$ cat config.mk
export PLATFORM = sky130hd
export DESIGN_NAME = icache_ctrl_flat
export DESIGN_NICKNAME = d
export VERILOG_FILES = /design/src/rtl/icache_ctrl_if.sv /design/src/rtl/icache_ctrl.sv /design/src/flat_wrapper.sv
export SDC_FILE = /design/constraint.sdc
export NUM_CORES = 2
export LEC_CHECK = 0
export ABC_CLOCK_PERIOD_IN_PS = 8300
export BUFFER_PORTS_ARGS = -buffer_cell sky130_fd_sc_hd__buf_2
export CAP_MARGIN = 0
export CORE_MARGIN = 2
export CORE_UTILIZATION = 60
export DETAILED_ROUTE_END_ITERATION = 8
export PLACE_DENSITY = 0.75
export SETUP_SLACK_MARGIN = 0.4
export SLEW_MARGIN = 15
export SYNTH_ARGS = -nofsm -noshare
export SYNTH_HDL_FRONTEND = slang
export SYNTH_SLANG_ARGS = --single-unit
$ cat constraint.sdc
create_clock -name clk -period 8.3 [get_ports clk]
set_clock_uncertainty 0.05 [all_clocks]
set_input_delay 1.66 -clock clk [delete_from_list [all_inputs] [get_ports clk]]
set_output_delay 1.66 -clock clk [all_outputs]
set_load 0.03 [all_outputs]
$ cat src/rtl/icache_ctrl_if.sv
// Fetch-side and refill-side signals of the instruction cache controller.
// master: pipeline fetch stage plus backing memory; slave: icache_ctrl.
interface icache_ctrl_if;
  logic [31:0] pc;
  logic        rd_en;
  logic [31:0] instr;
  logic        hit;
  logic        mem_req;
  logic [31:0] mem_addr;
  logic [31:0] mem_rdata;
  logic        mem_ready;

  modport master (
    output pc, rd_en, mem_rdata, mem_ready,
    input  instr, hit, mem_req, mem_addr
  );

  modport slave (
    input  pc, rd_en, mem_rdata, mem_ready,
    output instr, hit, mem_req, mem_addr
  );
endinterface

$ cat src/rtl/icache_ctrl.sv
// Direct-mapped instruction cache controller: combinational lookup, one-line-at-a-time refill FSM.
// Define ICACHE_STATS_EN to add saturating hit_count / miss_count outputs.
module icache_ctrl #(
  parameter int LINES = 16,  // power of two, >= 2
  parameter int WORDS = 4    // power of two, >= 2
) (
  input  logic         clk,
  input  logic         rst,
  icache_ctrl_if.slave bus
`ifdef ICACHE_STATS_EN
  ,
  output logic [31:0]  hit_count,
  output logic [31:0]  miss_count
`endif
);

  localparam int OFF_W   = $clog2(WORDS);
  localparam int IDX_W   = $clog2(LINES);
  localparam int TAG_LSB = OFF_W + IDX_W + 2;
  localparam int TAG_W   = 32 - TAG_LSB;

  typedef enum logic {IDLE, FILL} state_t;

  state_t state_q, state_d;

  logic             valid_q  [LINES];
  logic [TAG_W-1:0] tag_mem  [LINES];
  logic [31:0]      data_mem [LINES][WORDS];

  logic [31:0]      base_q;
  logic [OFF_W-1:0] cnt_q;

  logic [OFF_W-1:0] pc_off;
  logic [IDX_W-1:0] pc_idx;
  logic [TAG_W-1:0] pc_tag;
  logic [IDX_W-1:0] fill_idx;
  logic [TAG_W-1:0] fill_tag;

  logic tag_match;
  logic miss_start;
  logic word_accept;
  logic last_word;

  logic        hit_c;
  logic [31:0] instr_c;
  logic        mem_req_c;
  logic [31:0] mem_addr_c;

  assign pc_off   = bus.pc[OFF_W+1:2];
  assign pc_idx   = bus.pc[TAG_LSB-1:OFF_W+2];
  assign pc_tag   = bus.pc[31:TAG_LSB];
  assign fill_idx = base_q[TAG_LSB-1:OFF_W+2];
  assign fill_tag = base_q[31:TAG_LSB];

  assign tag_match   = valid_q[pc_idx] && (tag_mem[pc_idx] == pc_tag);
  assign miss_start  = (state_q == IDLE) && bus.rd_en && !tag_match;
  assign word_accept = (state_q == FILL) && bus.mem_ready;
  assign last_word   = (cnt_q == OFF_W'(WORDS - 1));

  // NOTE: sequential state uses non-blocking (<=) so every flop samples pre-edge values.
  always_ff @(posedge clk) begin
    if (rst) state_q <= IDLE;
    else     state_q <= state_d;
  end

  // NOTE: every always_comb output gets a default first, so no path can infer a latch.
  always_comb begin
    state_d = state_q;
    case (state_q)
      IDLE:    if (bus.rd_en && !tag_match)      state_d = FILL;
      FILL:    if (bus.mem_ready && last_word)   state_d = IDLE;
      default:                                   state_d = IDLE;
    endcase
  end

  // Reset forces IDLE-style outputs immediately, even before the state register clears.
  always_comb begin
    hit_c      = 1'b0;
    instr_c    = '0;
    mem_req_c  = 1'b0;
    mem_addr_c = '0;
    if (rst) begin
      hit_c = !bus.rd_en;
    end else begin
      case (state_q)
        IDLE: begin
          hit_c = !bus.rd_en || tag_match;
          if (bus.rd_en && tag_match) instr_c = data_mem[pc_idx][pc_off];
        end
        FILL: begin
          mem_req_c  = 1'b1;
          mem_addr_c = base_q + 32'({cnt_q, 2'b00});
        end
        default: ;
      endcase
    end
  end

  assign bus.hit      = hit_c;
  assign bus.instr    = instr_c;
  assign bus.mem_req  = mem_req_c;
  assign bus.mem_addr = mem_addr_c;

  // The line is invalidated on miss so an aborted refill can never be seen as a hit.
  always_ff @(posedge clk) begin
    if (rst) begin
      for (int i = 0; i < LINES; i++) valid_q[i] <= 1'b0;
      base_q <= '0;
      cnt_q  <= '0;
    end else if (miss_start) begin
      base_q          <= {bus.pc[31:OFF_W+2], {(OFF_W+2){1'b0}}};
      cnt_q           <= '0;
      valid_q[pc_idx] <= 1'b0;
    end else if (word_accept) begin
      cnt_q <= cnt_q + OFF_W'(1);
      if (last_word) valid_q[fill_idx] <= 1'b1;
    end
  end

  // NOTE: tag and data arrays carry no reset; valid_q alone decides whether their contents count.
  always_ff @(posedge clk) begin
    if (word_accept && !rst) begin
      data_mem[fill_idx][cnt_q] <= bus.mem_rdata;
      if (last_word) tag_mem[fill_idx] <= fill_tag;
    end
  end

`ifdef ICACHE_STATS_EN
  always_ff @(posedge clk) begin
    if (rst) begin
      hit_count  <= '0;
      miss_count <= '0;
    end else begin
      if ((state_q == IDLE) && bus.rd_en && tag_match && (hit_count != '1))
        hit_count <= hit_count + 32'd1;
      if (miss_start && (miss_count != '1))
        miss_count <= miss_count + 32'd1;
    end
  end
`endif

endmodule

$ cat src/flat_wrapper.sv
// flat-port wrapper written by rule: the top's interface ports become plain ports
module icache_ctrl_flat 
#(
  parameter int LINES = 16,                       
  parameter int WORDS = 4                         
)
  (clk, rst, bus_pc, bus_rd_en, bus_mem_rdata, bus_mem_ready, bus_instr, bus_hit, bus_mem_req, bus_mem_addr);
  icache_ctrl_if bus_i ();
  input  logic clk;
  input  logic rst;
  input wire logic [$bits(bus_i.pc)-1:0] bus_pc;
  input wire logic [$bits(bus_i.rd_en)-1:0] bus_rd_en;
  input wire logic [$bits(bus_i.mem_rdata)-1:0] bus_mem_rdata;
  input wire logic [$bits(bus_i.mem_ready)-1:0] bus_mem_ready;
  output wire logic [$bits(bus_i.instr)-1:0] bus_instr;
  output wire logic [$bits(bus_i.hit)-1:0] bus_hit;
  output wire logic [$bits(bus_i.mem_req)-1:0] bus_mem_req;
  output wire logic [$bits(bus_i.mem_addr)-1:0] bus_mem_addr;
  assign bus_i.pc = bus_pc;
  assign bus_i.rd_en = bus_rd_en;
  assign bus_i.mem_rdata = bus_mem_rdata;
  assign bus_i.mem_ready = bus_mem_ready;
  assign bus_instr = bus_i.instr;
  assign bus_hit = bus_i.hit;
  assign bus_mem_req = bus_i.mem_req;
  assign bus_mem_addr = bus_i.mem_addr;
  icache_ctrl #(.LINES(LINES), .WORDS(WORDS)) u_core (.clk(clk), .rst(rst), .bus(bus_i));
endmodule
==> results.sh <==
export IMPL_cts_resized=0
export IMPL_slew_headroom_pct=23.4
export IMPL_place_hpwl_mm=122
export IMPL_hold_depth=2
export IMPL_synth_top_cell_by_area="edfxtp_1"
export IMPL_vias=46365
export IMPL_yosysUniqueCellTypes=62
export IMPL_synth_seq_area_share_pct=77.1
export IMPL_clk_pin_slew_worst_paths_ns=0.06
export IMPL_synth_area_leaders="edfxtp_1 76%, mux4_2 17%, mux2i_1 1.2%"
export IMPL_run_status="complete, no violations"
export IMPL_crit_family="compound AO/OA/AOI/OAI gates"
export IMPL_multiInputGateArea_mm2=0.0215
export IMPL_slowest_delay_ns=0.60
export IMPL_vdd_ir_drop_max_mv=0.274
export IMPL_numPortBuffers=129
export IMPL_p_leak_uw=0.0337
export IMPL_setup_viol=0
export IMPL_min_delay_start="u_core.cnt_q[1]"
export IMPL_synthTopCellsByCount="2448 x edfxtp_1, 737 x mux4_2, 115 x mux2i_1"
export IMPL_postCtsSetupBuffers=0
export IMPL_crit_cells=11
export IMPL_powerDensity_mw_per_mm2=236
export IMPL_clockRootBuffer="clkbuf_16"
export IMPL_tightest_slew_ns=1.15
export IMPL_clock_sinks=2479
export IMPL_dieArea_mm2=0.164
export IMPL_end_kind="output pin"
export IMPL_final_nets=4387
export IMPL_syn_inst=4055
export IMPL_drt_iter0_markers=7217
export IMPL_track_usage_pct=29.9
export IMPL_hold_class="flip-flop to flip-flop"
export IMPL_holdWs_ns=0.543
export IMPL_cts_buffers=233
export IMPL_ys_ff_latch=2479
export IMPL_postRouteAntennaNets=0
export IMPL_path_buf_inv=3
export IMPL_cp_max_fo=55
export IMPL_dominantRegCellSynth="edfxtp_1"
export IMPL_wire_per_inst_um=36.4
export IMPL_r2r_start="u_core.tag_mem[10][16]"
export IMPL_ioPinCount=134
export IMPL_startpoint_type="input port"
export IMPL_drv_cap=0
export IMPL_layout_drive_gt1_share_pct=31.6
export IMPL_crit_required_ns=6.59
export IMPL_swShare_pct=20.8
export IMPL_syn_to_final_growth_pct=11.7
export IMPL_rsz0062_at_grt="no"
export IMPL_grt_max_degree=141
export IMPL_startpoint="bus_pc[4]"
export IMPL_core_area_mm2=0.159
export IMPL_antenna_found_initial=37
export IMPL_synth_most_common_cell="edfxtp_1"
export IMPL_die_w_um=404
export IMPL_rows=146
export IMPL_syn_avg_cell_area_um2=23.7
export IMPL_power_share_clock_pct=40.8
export IMPL_instances_no_fill=6589
export IMPL_worstPathArrival_ns=6.00
export IMPL_grt_overflow_total=0
export IMPL_cts_htree_levels=4
export IMPL_seqPwrFrac_pct=54.4
export IMPL_p_switching_uw=5290
export IMPL_fp_dieH_um=404
export IMPL_dp_cells=6152
export IMPL_synth_top_area_share_pct=76.4
export IMPL_remaining_drc_errors=0
export IMPL_min_period_ns=7.71
export IMPL_netlist_area_mm2=0.0962
export IMPL_grt_pass1_wl_mm=340
export IMPL_crit_slowest_cell="mux4_2"
export IMPL_grt_pass1_vias=46102
export IMPL_worstRegToRegCells=9
export IMPL_routed_wl_mm=240
export IMPL_utilization_pct=67.7
export IMPL_clock_latency_ns=0.86
export IMPL_cts_hold_buf=0
export IMPL_cts_buffer_depth=3
export IMPL_fill_cells=9271
export IMPL_gp_congestion=0.871
export IMPL_cts_tree="yes"
export IMPL_pwr_share_comb_pct=4.8
export IMPL_regArea_mm2=0.0741
export IMPL_crit_type="input port to output pin"
export IMPL_vias_per_cell=7.04
export IMPL_async_flop_share_pct=0
export IMPL_min_period_over_period_pct=92.9
export IMPL_hold_viol=0
export IMPL_dr_pass1_iters=5
export IMPL_start_util_pct=60.6
export IMPL_path_cells="buf_8 -> mux4_2 -> a22o_1 -> a221oi_1 -> xor2_1 -> o2111ai_1 -> a2111oi_2 -> nand4b_1 -> buf_12 -> nor3b_2 -> buf_2"
export IMPL_finalSetupTns_ns=0
export IMPL_p_int_uw=20100
export IMPL_maxSlewViolCount=0
export IMPL_fmax_mhz=130
export IMPL_yosys_warnings=0
export IMPL_synth_edf_count=2448
==> stage by stage <==
step | cell area (um2) | total power, uW | worst slack (ns)
after CTS | 107000 | 25500 | 0.641
after global placement | 100000 | 15300 | 0.745
final | 107000 | 25400 | 0.586
after global routing | 107000 | 26000 | 0.515
after detailed placement | 100000 | 15300 | 0.639
after floorplan | 96200 | 14800 | 1.37
==> sequential cells by signal (all words and copies together) (netlist names) <==
register,flops
u_core.cnt_q,2
u_core.base_q,28
u_core.valid_q,16
u_core.tag_mem,384
u_core.data_mem,2048
u_core.state_q,1
==> cell usage in the layout, fill, tap and decap left out, types with 4 or more instances in the layout <==
cell and count:
and2_1 33, xor2_1 5, xnor2_1 15, nor2_4 61, clkinv_16 5, nor2b_1 13
buf_12 15, inv_6 8, ha_1 4, mux2i_1 115, edfxtp_1 2448, nor3b_1 4
o21ai_0 5, nand2_1 42, diode_2 8, inv_1 10, nor3b_2 29, clkbuf_16 237
and3_1 9, buf_2 123, nand3_1 11, o22ai_1 15, nor2_1 37, a21oi_1 13
buf_4 106, mux2_2 17, a22oi_1 16, a2111oi_0 5, clkbuf_1 56, mux4_2 737
nand2b_1 65, a311o_1 16, clkinv_1 58, nor3_1 8, clkinv_2 39, dfxtp_1 31
a22o_1 4, bufinv_16 20, clkinvlp_4 4
==> kinds of logic (layout without fill, tap and decap cells) <==
logic type	Yosys count	in the layout	share of synthesized area, %
AO/OA/AOI/OAI	114	114	0.925
XOR/XNOR	20	20	0.182
adder cells (fa/ha/maj)	4	4	0.0520
buffers and inverters	235	688	1.12
flip-flops	2479	2479	77.1
multiplexers	869	869	18.7
other	1	10	0.00390
AND/OR/NAND/NOR	333	333	1.98
==> power by group through the flow <==
stage          sequential (uW)  clock [uW]  combinational [uW]
2_1_floorplan            14100           0                 725
3_3_place_gp             14100           0                1170
3_5_place_dp             14100           0                1190
4_1_cts                  13800       10500                1200
5_1_grt                  13800       10900                1270
6_report                 13800       10400                1210
==> tightest hold or removal path, cell delays in order (launching register included) <==
cell     delay (ns)
dfxtp_1        0.35
mux2i_1        0.14
nor3_1         0.05
==> layout make-up <==
class,count,area share [%]
diodes,8,0.0186
clock buffers,293,5.72
inverters,11,0.0384
well taps,2072,2.41
clock inverters,136,1.19
multi-input cells,1342,20.0
flip-flops and latches,2479,69.0
repair buffers,248,1.65
==> metal layers <==
layer	global-route usage, %	routed length, um	vias up
li1	-	-	17912
met1	41.5	86800	24608
met5	0	149	-
met3	6.39	26100	500
met4	9.63	8000	24
met2	48.2	119000	3321
==> worst paths after layout <==
check                      end  slack [ns]
max reg2reg  u_core.base_q[23]        4.47
max              bus_instr[23]        0.59
min            u_core.cnt_q[1]        0.54
min reg2reg    u_core.cnt_q[1]        0.54
No activity file was read; power rests on OpenSTA's default activity.
